### config.mk
export PLATFORM = sky130hd
export DESIGN_NAME = mul_operand_dispatcher
export DESIGN_NICKNAME = d
export VERILOG_FILES = /design/src/rtl/mul_operand_dispatcher.sv
export SDC_FILE = /design/constraint.sdc
export NUM_CORES = 1
export LEC_CHECK = 0
export BUFFER_PORTS_ARGS = -buffer_cell sky130_fd_sc_hd__buf_4
export CORE_AREA = 2 2 104 106
export DETAILED_ROUTE_END_ITERATION = 8
export DIE_AREA = 0 0 106 108
export GPL_ROUTABILITY_DRIVEN = 0
export HOLD_SLACK_MARGIN = 0.12
export PLACE_DENSITY = 0.79
export RECOVER_POWER = 25
export SLEW_MARGIN = 20
export SYNTH_ARGS = -nofsm -noshare
export SYNTH_HDL_FRONTEND = slang
export SYNTH_SLANG_ARGS = --single-unit
### constraint.sdc
create_clock -name clk -period 2.76 [get_ports clk]
set_input_delay 0.276 -clock clk [delete_from_list [all_inputs] [get_ports clk]]
set_output_delay 0.276 -clock clk [all_outputs]
set_load 0.02 [all_outputs]
### src/rtl/mul_operand_dispatcher.sv
// Operand FIFO and handshake sequencer in front of a sequential multiplier.
// Issues one start pulse per queued pair and returns tagged products on a valid/ready port.
`timescale 1ns/1ps

module mul_operand_dispatcher #(
  parameter int DATA_W  = 8,
  parameter int DEPTH   = 4,
  parameter int MIN_LAT = 2,
  parameter int TIMEOUT = 32
) (
  input  logic                      clk,
  input  logic                      rst_n,
  input  logic                      in_valid,
  output logic                      in_ready,
  input  logic [DATA_W-1:0]         in_a,
  input  logic [DATA_W-1:0]         in_b,
  output logic                      mul_start,
  output logic [DATA_W-1:0]         mul_a,
  output logic [DATA_W-1:0]         mul_b,
  input  logic                      mul_ready,
  input  logic [2*DATA_W-1:0]       mul_product,
  output logic                      res_valid,
  input  logic                      res_ready,
  output logic [2*DATA_W-1:0]       res_product,
  output logic [DATA_W-1:0]         res_a,
  output logic [DATA_W-1:0]         res_b,
  output logic [$clog2(DEPTH):0]    count,
  output logic                      busy,
  output logic                      err
);

  localparam int PTR_W = $clog2(DEPTH);
  localparam int CNT_W = PTR_W + 1;
  localparam int WC_W  = $clog2(TIMEOUT + 1);

  typedef enum logic [1:0] {S_IDLE, S_ISSUE, S_WAIT, S_HOLD} state_e;

  logic [2*DATA_W-1:0] mem [DEPTH];

  state_e              state_q, state_d;
  logic [PTR_W-1:0]    wr_ptr_q, wr_ptr_d;
  logic [PTR_W-1:0]    rd_ptr_q, rd_ptr_d;
  logic [CNT_W-1:0]    count_q, count_d;
  logic [WC_W-1:0]     wait_cnt_q, wait_cnt_d;
  logic                mul_start_q, mul_start_d;
  logic [DATA_W-1:0]   mul_a_q, mul_a_d;
  logic [DATA_W-1:0]   mul_b_q, mul_b_d;
  logic                res_valid_q, res_valid_d;
  logic [2*DATA_W-1:0] res_product_q, res_product_d;
  logic [DATA_W-1:0]   res_a_q, res_a_d;
  logic [DATA_W-1:0]   res_b_q, res_b_d;
  logic                err_q, err_d;

  logic push;
  logic pop;

  // Full blocks pushes even when a pop happens the same cycle: no bypass path.
  assign in_ready = (count_q != CNT_W'(DEPTH));
  assign push     = in_valid && in_ready;
  assign pop      = (state_q == S_IDLE) && (count_q != '0) && mul_ready;

  always_comb begin
    // NOTE: every signal assigned here gets a default first, otherwise a path
    // that skips the assignment infers a latch.
    state_d       = state_q;
    wr_ptr_d      = wr_ptr_q;
    rd_ptr_d      = rd_ptr_q;
    count_d       = count_q;
    wait_cnt_d    = wait_cnt_q;
    mul_start_d   = 1'b0;
    mul_a_d       = mul_a_q;
    mul_b_d       = mul_b_q;
    res_valid_d   = res_valid_q;
    res_product_d = res_product_q;
    res_a_d       = res_a_q;
    res_b_d       = res_b_q;
    err_d         = err_q;

    if (push) wr_ptr_d = wr_ptr_q + PTR_W'(1);
    if (pop)  rd_ptr_d = rd_ptr_q + PTR_W'(1);

    unique case ({push, pop})
      2'b10:   count_d = count_q + CNT_W'(1);
      2'b01:   count_d = count_q - CNT_W'(1);
      default: count_d = count_q;
    endcase

    case (state_q)
      S_IDLE: begin
        // The head is loaded together with the pop, so operands are valid with the start pulse.
        if (pop) begin
          state_d            = S_ISSUE;
          mul_start_d        = 1'b1;
          {mul_a_d, mul_b_d} = mem[rd_ptr_q];
        end
      end
      S_ISSUE: begin
        state_d    = S_WAIT;
        wait_cnt_d = '0;
      end
      S_WAIT: begin
        if ((wait_cnt_q >= WC_W'(MIN_LAT)) && mul_ready) begin
          state_d       = S_HOLD;
          res_valid_d   = 1'b1;
          res_product_d = mul_product;
          res_a_d       = mul_a_q;
          res_b_d       = mul_b_q;
        end else if (wait_cnt_q == WC_W'(TIMEOUT - 1)) begin
          state_d = S_IDLE;
          err_d   = 1'b1;
        end else begin
          wait_cnt_d = wait_cnt_q + WC_W'(1);
        end
      end
      S_HOLD: begin
        if (res_ready) begin
          state_d     = S_IDLE;
          res_valid_d = 1'b0;
        end
      end
      default: state_d = S_IDLE;
    endcase
  end

  always_ff @(posedge clk or negedge rst_n) begin
    // NOTE: sequential state uses non-blocking assignments so every flop
    // samples the pre-edge value regardless of statement order.
    if (!rst_n) begin
      state_q       <= S_IDLE;
      wr_ptr_q      <= '0;
      rd_ptr_q      <= '0;
      count_q       <= '0;
      wait_cnt_q    <= '0;
      mul_start_q   <= 1'b0;
      mul_a_q       <= '0;
      mul_b_q       <= '0;
      res_valid_q   <= 1'b0;
      res_product_q <= '0;
      res_a_q       <= '0;
      res_b_q       <= '0;
      err_q         <= 1'b0;
    end else begin
      state_q       <= state_d;
      wr_ptr_q      <= wr_ptr_d;
      rd_ptr_q      <= rd_ptr_d;
      count_q       <= count_d;
      wait_cnt_q    <= wait_cnt_d;
      mul_start_q   <= mul_start_d;
      mul_a_q       <= mul_a_d;
      mul_b_q       <= mul_b_d;
      res_valid_q   <= res_valid_d;
      res_product_q <= res_product_d;
      res_a_q       <= res_a_d;
      res_b_q       <= res_b_d;
      err_q         <= err_d;
    end
  end

  // NOTE: the storage array has no reset; occupancy and pointers alone decide
  // which entries are meaningful, so stale data is never observed.
  always_ff @(posedge clk) begin
    if (push) mem[wr_ptr_q] <= {in_a, in_b};
  end

  assign mul_start   = mul_start_q;
  assign mul_a       = mul_a_q;
  assign mul_b       = mul_b_q;
  assign res_valid   = res_valid_q;
  assign res_product = res_product_q;
  assign res_a       = res_a_q;
  assign res_b       = res_b_q;
  assign count       = count_q;
  assign busy        = (state_q != S_IDLE) || (count_q != '0);
  assign err         = err_q;

endmodule

# After elaboration in Yosys (flattened, before gate mapping)
# Memories as Yosys holds them, arrays and structs flattened. A register that Yosys moved wholly into a read port is not among the register bits.
# Cells that the tools add are included.
dict set report classes {
  n_addsub 5
  n_bitwise 1
  mux 16
  n_lt_le_gt_ge 1
  n_eq_ne 13
  n_reduce_logical 18
}
# operator count
set op_table {}
lappend op_table {{two-way mux 6 bit} 2}
lappend op_table {{one-hot mux 6 bit (2 select lines)} 1}
lappend op_table {{AND reduction 3 bit} 4}
lappend op_table {{inequality test 2 bit (second input constant)} 5}
lappend op_table {{two-way mux 2 bit} 4}
lappend op_table {{one-hot mux 2 bit (4 select lines)} 1}
lappend op_table {{nonzero test 2 bit} 4}
lappend op_table {{adder 6 x 1 -> 6 bit (second input constant)} 1}
lappend op_table {{== test 2 bit (second input constant)} 3}
lappend op_table {{== test 6 x 5 -> 1 bit (second input constant)} 1}
lappend op_table {{greater-or-equal comparator 6 x 2 -> 1 bit (second input constant)} 1}
lappend op_table {{two-way mux 1 bit} 6}
lappend op_table {{inequality test 3 bit (second input constant)} 2}
lappend op_table {{one-hot mux 3 bit (2 select lines)} 1}
lappend op_table {{adder 2 x 1 -> 2 bit (second input constant)} 2}
lappend op_table {{== test 2 x 1 -> 1 bit (second input constant)} 2}
lappend op_table {{logical AND 1 bit} 4}
lappend op_table {{AND reduction 2 bit} 2}
lappend op_table {{adder 3 x 1 -> 3 bit (second input constant)} 1}
lappend op_table {{nonzero test 3 bit} 1}
lappend op_table {{subtractor 3 x 1 -> 3 bit (second input constant)} 1}
lappend op_table {{logical NOT 2 bit} 1}
lappend op_table {{one-hot mux 1 bit (2 select lines)} 1}
lappend op_table {{logical NOT 1 bit} 1}
lappend op_table {{2 further kinds} 2}
dict set report totals {
  reg_bits 50
  mem_bits_rw 64
  elab_cells 66
  n_memories 1
}
# name words word_bits rd rd_clocked_by_memory_dff wr line_no
set memory_table {}
lappend memory_table {mem 4 16 1 1 1 38} ;# logic [2*DATA_W-1:0] mem [DEPTH];

# Logic depth before layout (Yosys ltp)
# Gate-level depths: netlist (run 1).
dict set report logic_depth {
  ltp_word 5
  depth_mapped 10
}

# Least setup slack after synthesis (run 1)
# Ideal clock, no wire load.
dict set report synth_path {
  kind {register -> register}
  from {reg count_q[0] (netlist: count[0])}
  to {reg count_q[2] (netlist: count[2])}
  period_less_slack_ns 2.399
  required_ns 2.680
  path_buffers 1
  setup_time_ns 0.080
  slack_ns 0.361
  arrival_ns 2.319
  path_stages_with_launch 11
  path_cell_list {dfrtp_1 or3_1 nand3_1 inv_2 buf_1 ha_1 inv_1 fa_1 xor2_1 nor2_1 xor2_1}
}
dict set report synth_via {
  elab_chain_len 5
}
# item line_no
set synth_rtl {}
lappend synth_rtl {{from (decl)} 43} ;# logic [CNT_W-1:0] count_q, count_d;
lappend synth_rtl {{from (signal assigned)} 146} ;# count_q <= count_d;
lappend synth_rtl {{nonzero test 3 bit *} 60} ;# assign pop = (state_q == S_IDLE) && (count_q != '0) && mul_ready;
lappend synth_rtl {{logical AND 1 bit * (2 in series)} 60}
lappend synth_rtl {{net pop} 55} ;# logic pop;
lappend synth_rtl {{== test 2 x 1 -> 1 bit / == test 2 bit (equally long branches)} 82} ;# unique case ({push, pop})
lappend synth_rtl {{one-hot mux 3 bit (2 select lines) / nonzero test 2 bit (equally long branches)} n/a}
# The timed path passes the listed nets; every way through them passes the cells marked *.
# A chain may end at the register's enable or synchronous reset.

# Worst setup path in the final report (run 1)
dict set report layout_path {
  from {reg state_q[0]}
  to {reg count_q[2] (netlist: count[2])}
}
dict set report layout_via {
  elab_chain_len 5
}
# item line_no
set layout_rtl {}
lappend layout_rtl {{from (decl)} 40} ;# state_e state_q, state_d;
lappend layout_rtl {{from (signal assigned)} 143} ;# state_q <= state_d;
lappend layout_rtl {{logical NOT 2 bit *} 60}
lappend layout_rtl {{logical AND 1 bit * (2 in series)} 60}
lappend layout_rtl {{== test 2 x 1 -> 1 bit / == test 2 bit (equally long branches)} 82}
lappend layout_rtl {{one-hot mux 3 bit (2 select lines) / nonzero test 2 bit (equally long branches)} n/a}
# Mark *: on every way between the ends. The rest lies on a longest branch, timed or not.

==> flow_summary.ini, run 1 <==
[outcome]
violations = max-capacitance violations, max-slew violations
status = finished, violations left

[global_routing]
gr-usage-all-layers_pct = 19.3
grt_pass1_vias = 3072
grt_remaining_overflow = 0
grt_max_degree = 67
grt_pass1_wl_mm = 16.2
antenna_found_initial = 0

[job]
drv_cap = 1

[synth]
syn-instance-count = 280
ys_types = 33
ys_ff_latch = 130
async_reset_ff_share_pct = 50.8
synth_ff_type = dfrtp_1
seq_area_frac_synth_pct = 70.9
yosys-top-cells-area = edfxtp_1 (38%), dfrtp_1 (33%), mux2_2 (11%)
synth_top_cell_area_share_pct = 38.1
synth_top_area_cell = edfxtp_1
syn_area_mm2 = 0.00504
ys_warn_count = 0
synth_edf_count = 64
synth.avg_cell_area_um2 = 18.0
synthesis.nets = 325

[detailed_routing]
drt_pass1_iterations = 4
wl_per_cell_um = 17.7
wl_met1_mm = 3.96
viasPerCell = 5.14
route.met3.wl_um = 464
antenna_left = 0
drt_iter0_markers = 160
maxUsedRoutingLayer = met4
vias = 2940
drc_errors = 0
wl_met2_mm = 5.60
wl_mm = 10.1

[min_path]
hold_depth = 3
hold_end = rd_ptr_q[0]
hold_path.class = primary input to register
worstHoldStart = mul_ready

[power_and_ir_drop]
intPower_mw = 5.43
p_comb_share_pct = 35.2
seqPwrFrac_pct = 39.3
pwr-share-clk_pct = 25.5
ir_worst_vdd_v = 0.000438
power.leakage_nw = 2.79
powerDensity_mw_per_mm2 = 1200
sw_frac_of_total_pct = 32.8
power_switching_mw = 2.66

[clock_network]
cts_htree_levels = 4
cts_buffer_depth = 2
cts_sinks = 130
clk_pin_slew_worst_paths_ns = 0.06
cts_tree = built
clock_latency_ns = 0.51
cts_buffers = 17
root_buffer = clkbuf_8

[die]
die_y_um = 108
die_x_um = 106
die_area_mm2 = 0.0114
core_area_mm2 = 0.0102
ioPinCount = 93
num_rows = 37
initial_utilization_pct = 49.3

[worst_setup_path]
crit_fanout = 18
worst-endpoint-required_ns = 3.20
rr_worst_depth = 9
setup.worst_path.class = register to register
rr_endpoint = count[2]
reg2reg_from = state_q[0]
arrival_ns = 2.75
startpoint = state_q[0]
crit_path_start_kind = register
cp-end-kind = register
r2r_slack_ns = 0.44

[sta]
setup_viol = 0
finalCriticalPeriod_ns = 2.32
hold_viol_final = 0
worst_pin_slew_ns = 1.66
setup-tns-final_ns = 0
timing.final.crit_share_pct = 83.9
fmax_mhz = 432
skew_ns = 0.00597
rsz0062_at_grt = no
slew_headroom_pct = -11.0
report.final.slew_viol_count = 67

[final_layout]
diodes = 0
regArea_mm2 = 0.00357
fin_area_mm2 = 0.00674
post-route-util_pct = 65.9
syn_to_final_growth_pct = 33.7
multi_input_area_mm2 = 0.00139
fin_nets = 468
fin_cells = 572
nFillCells = 709
layout-drive-gt1-share_pct = 41.1

[placed_design]
port_buffers = 92
dpl_cell_area_mm2 = 0.00591
dp_cells = 506
hpwl_mm = 6.27
-- state kept, by name (all words and copies together), names as in the netlist, 3 cells and up --
signal / cells
mul_b: 8
res_b: 8
mem: 64
wait_cnt_q: 6
mul_a: 8
res_a: 8
res_product: 16
count: 3
-- cell usage in the layout, fill, tap and decap left out, drive strengths merged, types with 5 or more instances in the layout --
| master | count |
|---|---|
| nand2 | 11 |
| inv | 11 |
| edfxtp | 64 |
| buf | 82 |
| mux2 | 49 |
| dfrtp | 66 |
| dlygate4sd3 | 34 |
| mux4 | 16 |
| and3 | 5 |
| ha | 7 |
| clkbuf | 40 |
| nor2 | 5 |
-- kinds of logic (layout without fill, tap and decap cells) --
| family | Yosys count | in the layout | synth area share [%] |
|---|---|---|---|
| buffers and inverters | 18 | 174 | 1.61 |
| multiplexers | 69 | 69 | 18.9 |
| AO/OA/AOI/OAI | 10 | 10 | 1.51 |
| AND/OR/NAND/NOR | 39 | 39 | 3.95 |
| XOR/XNOR | 6 | 6 | 1.04 |
| adder cells (fa/ha/maj) | 8 | 8 | 2.13 |
| flip-flops | 130 | 130 | 70.9 |
-- worst max-delay path by stage --
stage	end	slack (ns)
after CTS	count[2]	0.43
after detailed placement	count[2]	0.46
after global routing	count[2]	0.21
after global placement	count[2]	0.51
after floorplan	count[2]	0.36
final	count[2]	0.44
-- final cells by class --
cell class	instances	area share (%)
clock buffer	23	7.07
clock inverter	9	1.15
inverter	9	0.501
multi-input combinational	132	20.6
sequential	130	53.0
tap	136	2.52
timing repair buffer	133	15.1
-- per-stage QoR --
stage / power [mW] / worst slack [ns] / hold WS (ns)
global route: 8.52 / 0.213 / 0.167
CTS: 8.18 / 0.435 / 0.136
global placement: 5.91 / 0.514 / 0.429
detailed placement: 6.05 / 0.459 / 0.439
floorplan: 4.89 / 0.361 / -0.0196
finish: 8.09 / 0.444 / 0.162
-- cell usage after synthesis (5+ instances only) --
master	instances
buf_2	5
inv_1	8
mux4_2	16
nor2_1	5
nand2_1	11
edfxtp_1	64
mux2_2	49
ha_1	7
dfrtp_1	66
and3_1	5
-- what timing repair did --
| action | CTS | global route |
|---|---|---|
| endpoints found under the hold margin | 148 | 0 |
| setup buffers | 0 | 0 |
| setup endpoints to repair | 0 | 0 |
| hold buffers | 34 | 0 |
| gates resized for setup | 0 | 0 |
-- critical path, cell delays in order, from the launching register on --
cell     delay, ns
dfrtp_1       0.44
nor2_1        0.16
nand3_1       0.18
inv_2         0.37
ha_1          0.26
inv_1         0.06
fa_1          0.37
xor2_1        0.15
nor2_1        0.11
xor2_1        0.15
-- power groups by stage --
stage	combinational, mW	clock (mW)	sequential, mW
floorplan	1.36	0	3.54
global placement	2.76	0	3.16
finish	2.85	2.07	3.18
CTS	2.91	2.10	3.18
global route	3.07	2.19	3.26
detailed placement	2.84	0	3.21
-- layer usage --
| layer | GRT usage [%] | up-vias |
|---|---|---|
| met2 | 33.9 | 95 |
| met5 | 0 | - |
| li1 | - | 1339 |
| met4 | 7.89 | 0 |
| met3 | 5.67 | 10 |
| met1 | 22.5 | 1496 |
(Power assumes the default switching activity.)
==> run 2: changes to the inputs <==
- clock period: 2.76 -> 2.4 ns (I/O delays scaled with it)
==> run 2 against run 1 <==
  * The flow still finishes with violations (max-capacitance violations, max-slew violations)
  * Maximum frequency rose by 3.8%
  * Combinational power is 17% higher
  * Critical path depth grew 1
  * Hold slack lost 0.018 ns
  * Die area did not move
  * Final cell count grew 0.52%
  * First-iteration DRC count increased by 3.1%
  * Power is 16% higher
  * Non-clock buffer count up 3
  * Sequential share of layout area is 0.37 points lower
  * Sequential cell count is the same
  * Count of clock-buffer cells in the layout shrank 4
==> flow_summary.ini, run 2 (synthesis gave the netlist of run 1 again) <==
[outcome]
status = finished, violations left
violations = max-capacitance violations, max-slew violations

[detailed_routing]
drt_pass1_iterations = 4
wl_per_cell_um = 17.3
viasPerCell = 5.16
vias = 2965
drc_errors = 0
antenna_left = 0
drt_iter0_markers = 165
wl_mm = 9.96

[power_and_ir_drop]
power.leakage_nw = 2.81
powerDensity_mw_per_mm2 = 1380
ir_worst_vdd_v = 0.000730

[clock_network]
cts_buffer_depth = 2
clk_pin_slew_worst_paths_ns = 0.06
clock_latency_ns = 0.51
root_buffer = clkbuf_8
cts_sinks = 130
cts_tree = built
cts_buffers = 17
cts_htree_levels = 4

[final_layout]
layout-drive-gt1-share_pct = 40.8
final_cell_mix = buf_4 (83), dfrtp_1 (66), edfxtp_1 (64)
final_common_cell = buf_4
fin_nets = 471
largest_reg_flops = 64
diodes = 0
regMostFlops = mem
syn_to_final_growth_pct = 34.6

[placed_design]
hpwl_mm = 6.02
port_buffers = 92

[die]
die_x_um = 106
core_area_mm2 = 0.0102
die_y_um = 108
ioPinCount = 93
die_area_mm2 = 0.0114
initial_utilization_pct = 49.3
num_rows = 37

[global_routing]
gr-usage-all-layers_pct = 18.5
grt_pass1_wl_mm = 15.7
grt_max_degree = 67
antenna_found_initial = 0
grt_remaining_overflow = 0
grt_pass1_vias = 3098

[worst_setup_path]
rr_worst_depth = 10
setup.worst_path.class = register to register
rr_endpoint = count[2]
crit_path_start_kind = register
crit_fanout = 6
reg2reg_from = count[0]
cp_top_family = simple AND/OR/NAND/NOR gates
r2r_slack_ns = 0.17
slowest_delay_ns = 0.42
cpMostUsedCell = inv_1
cp-end-kind = register
critPathSlowestCell = dfrtp_1
arrival_ns = 2.67
crit_buf_inv = 3
worst-endpoint-required_ns = 2.83
worstPathCellList = inv_1 -> nand3_1 -> and2_1 -> inv_1 -> ha_1 -> inv_1 -> fa_1 -> xor2_1 -> nor2_1 -> xor2_1

[sta]
skew_ns = 0.00554
setup-tns-final_ns = 0
report.final.slew_viol_count = 67
worst_pin_slew_ns = 1.60
finalCriticalPeriod_ns = 2.23
rsz0062_at_grt = no
hold_viol_final = 0
hold_ws_ns = 0.143
setup_viol = 0
fmax_mhz = 448
timing.final.crit_share_pct = 93.0
slew_headroom_pct = -6.54

[min_path]
hold_end = wr_ptr_q[0]
hold_path.class = primary input to register
hold_depth = 3
worstHoldStart = in_valid

[job]
drv_cap = 1
-- run 2: how the worst max path moves through the flow --
stage,end,slack (ns),cells past startpoint,start
2_1_floorplan,count[2],0.001,10,count[0]
3_3_place_gp,res_b[7],0.29,5,wait_cnt_q[4]
3_5_place_dp,res_product[10],0.21,5,wait_cnt_q[4]
4_1_cts,count[2],0.18,10,count[0]
5_1_grt,count[2],0.02,10,count[0]
6_report,count[2],0.17,10,count[0]
-- run 2: metrics by stage --
step / worst slack [ns] / util [%] / power (mW) / area [um^2] / std cells
floorplan: 0.00122 / - / 5.63 / 5040 / 280
global placement: 0.292 / 58.0 / 6.84 / 5940 / 508
detailed placement: 0.215 / 58.0 / 6.95 / 5940 / 508
CTS: 0.175 / 67.0 / 9.51 / 6850 / 575
global route: 0.0220 / 66.3 / 9.88 / 6790 / 575
finish: 0.168 / 66.3 / 9.39 / 6790 / 575
-- run 2: final cells by class --
| cell class | count | area, um^2 |
|---|---|---|
| clock buffers | 19 | 422 |
| clock inverters | 13 | 143 |
| fillers | 722 | 3440 |
| inverters | 9 | 33.8 |
| multi-input cells | 132 | 1390 |
| flip-flops and latches | 130 | 3570 |
| well taps | 136 | 170 |
| repair buffers | 136 | 1060 |
-- run 2: worst reg2reg max path, cell delays in order (launching register included) --
cell     delay, ns
dfrtp_1       0.42
inv_1         0.14
nand3_1       0.22
and2_1        0.28
inv_1         0.07
ha_1          0.17
inv_1         0.06
fa_1          0.37
xor2_1        0.15
nor2_1        0.12
xor2_1        0.15
-- run 2: timing repair --
action / in CTS / in global routing
endpoints found under the hold margin: 150 / 0
buffers inserted: 0 / 0
hold buffers: 35 / 0
gates resized for setup: 0 / 0
-- run 2: routing by layer --
metal,up-vias,global-route usage [%],routed length (um)
met5,-,0,0
met4,0,6.48,118
met3,11,4.94,453
met2,96,32.7,5270
met1,1512,22.1,4110
li1,1346,-,-
-- run 2: report_power, final --
| group | leakage [nW] | total, mW | switching [mW] | internal, mW |
|---|---|---|---|---|
| Sequential | 1.38 | 3.61 | 0.470 | 3.14 |
| Combinational | 1.15 | 3.34 | 1.68 | 1.67 |
| Clock | 0.276 | 2.44 | 0.876 | 1.56 |
| Total | 2.81 | 9.39 | 3.02 | 6.37 |
==> run 3: changes to the inputs <==
- REMOVE_ABC_BUFFERS: unset -> 1
==> run 3 against run 2 <==
  * Maximum frequency up 2.8%
  * Critical path type unchanged
  * Die area unchanged
  * The flow still finishes with violations (max-capacitance violations, max-slew violations)
  * Core utilization down 0.13 points
  * Largest power group unchanged
  * Critical path depth unchanged
  * Sequential cell count unchanged
  * Global-route usage up 0.44 points
==> flow_summary.ini, run 3 (synthesis gave the netlist of run 1 again) <==
[worst_setup_path]
worst-endpoint-required_ns = 2.81
rr_worst_depth = 10
setup.worst_path.class = register to register
crit_fanout = 6
critPathSlowestCell = dfrtp_1
arrival_ns = 2.58
r2r_slack_ns = 0.23
crit_buf_inv = 3
worstPathCellList = inv_1 -> nand3_1 -> and2_1 -> inv_1 -> ha_1 -> inv_1 -> fa_1 -> xor2_1 -> nor2_1 -> xor2_1
rr_endpoint = count[2]
reg2reg_from = count[0]
crit_path_start_kind = register
cpMostUsedCell = inv_1
cp_top_family = adder cells
cp-end-kind = register
slowest_delay_ns = 0.41

[clock_network]
cts_buffers = 17
root_buffer = clkbuf_8
cts_sinks = 130
clock_latency_ns = 0.50
cts_htree_levels = 4
post-cts-setup-buffer-count = 0
clk_pin_slew_worst_paths_ns = 0.06
cts_tree = built
cts_buffer_depth = 2

[power_and_ir_drop]
power.leakage_nw = 2.79
ir_worst_vdd_v = 0.00100
powerDensity_mw_per_mm2 = 1370
p_total_mw = 9.26

[final_layout]
final_cell_mix = buf_4 (83), dfrtp_1 (66), edfxtp_1 (64)
regMostFlops = mem
multi_input_area_mm2 = 0.00139
nFillCells = 706
diodes = 0
final_common_cell = buf_4
fin_nets = 471
layout-drive-gt1-share_pct = 41.5
largest_reg_flops = 64
regArea_mm2 = 0.00357
syn_to_final_growth_pct = 34.3

[die]
num_rows = 37
die_area_mm2 = 0.0114
die_x_um = 106
ioPinCount = 93
die_y_um = 108
core_area_mm2 = 0.0102
initial_utilization_pct = 49.3

[sta]
report.final.slew_viol_count = 67
skew_ns = 0.0114
fmax_mhz = 460
hold_viol_final = 0
fin_ws_ns = 0.228
setup_viol = 0
slew_headroom_pct = -9.26
rsz0062_at_grt = no
finalCriticalPeriod_ns = 2.17
timing.final.crit_share_pct = 90.5
worst_pin_slew_ns = 1.64

[min_path]
worstHoldStart = mul_ready
hold_depth = 3
hold_path.class = primary input to register
hold_end = mul_start

[global_routing]
grt-busiest-layer = met2
grt_max_degree = 67
met3_usage_pct = 4.10
grt_pass1_vias = 3109
grt_pass1_wl_mm = 16.2
grt_remaining_overflow = 0
met2_usage_pct = 31.6
antenna_found_initial = 0
grtUsageMet1_pct = 25.2
gr-usage-all-layers_pct = 18.9

[job]
drv_cap = 1

[detailed_routing]
wl_per_cell_um = 17.3
viasPerCell = 5.13
drc_errors = 0
drt_pass1_iterations = 4
antenna_left = 0
drt_iter0_markers = 149
wl_mm = 9.93
vias = 2950

[placed_design]
pre_cts_slack_ns = 0.247
hpwl_mm = 5.88
port_buffers = 92

[outcome]
violations = max-capacitance violations, max-slew violations
status = finished, violations left
## run 3: cell count changes in the layout (fill, tap and decap cells not counted)
cell / previous run / this run
nand2_1: 11 / 10
bufinv_16: 3 / 1
clkinv_2: 6 / 1
inv_6: 0 / 3
clkinv_4: 0 / 4
nand2_2: 0 / 1
clkinvlp_4: 2 / 4
clkbuf_1: 18 / 16
## run 3: area by class of cell
type,instances,area share (%)
Multi-Input combinational cell,132,20.5
Sequential cell,130,52.8
Timing Repair Buffer,136,15.6
Clock inverter,15,1.98
Tap cell,136,2.51
Inverter,9,0.499
Clock buffer,17,6.11
## run 3: how the worst max path moves through the flow
stage | to | cells past startpoint | from | slack, ns
after floorplan | res_a[0] | 4 | wait_cnt_q[4] | -0.13
after global placement | res_b[6] | 5 | wait_cnt_q[4] | 0.30
after detailed placement | res_a[3] | 5 | wait_cnt_q[4] | 0.25
after CTS | res_b[7] | 5 | wait_cnt_q[4] | 0.22
after global routing | count[2] | 10 | count[0] | 0.05
final | count[2] | 10 | count[0] | 0.23
## run 3: routing by layer
metal | wire length [um] | vias to the layer above
li1 | - | 1348
met1 | 4400 | 1505
met2 | 5070 | 91
met3 | 400 | 6
met4 | 62 | 0
met5 | 0 | -
## run 3: tightest hold or removal path: stages
cell     delay (ns)
buf_4          0.12
nand3_1        0.18
inv_1          0.06
## run 3: through the flow
| stage | setup TNS, ns | std cells | util, % | hold WS [ns] | cell area [um^2] |
|---|---|---|---|---|---|
| after floorplan | -4.31 | 271 | - | -0.0556 | 4990 |
| after global placement | 0 | 508 | 58.0 | 0.402 | 5940 |
| after detailed placement | 0 | 508 | 58.0 | 0.411 | 5940 |
| after CTS | 0 | 575 | 66.8 | 0.131 | 6840 |
| after global routing | 0 | 575 | 66.2 | 0.165 | 6770 |
| final | 0 | 575 | 66.2 | 0.149 | 6770 |
## run 3: where the power goes
group | switching, mW | total (mW) | internal, mW
Clock | 0.941 | 2.32 | 1.38
Sequential | 0.461 | 3.60 | 3.14
Combinational | 1.68 | 3.34 | 1.66
## run 3: repair_timing
action | 4_1_cts | 5_1_grt
hold endpoints to repair | 150 | 0
hold buffers | 35 | 0
gates resized for setup | 0 | 0
endpoints found under the setup margin | 0 | 0
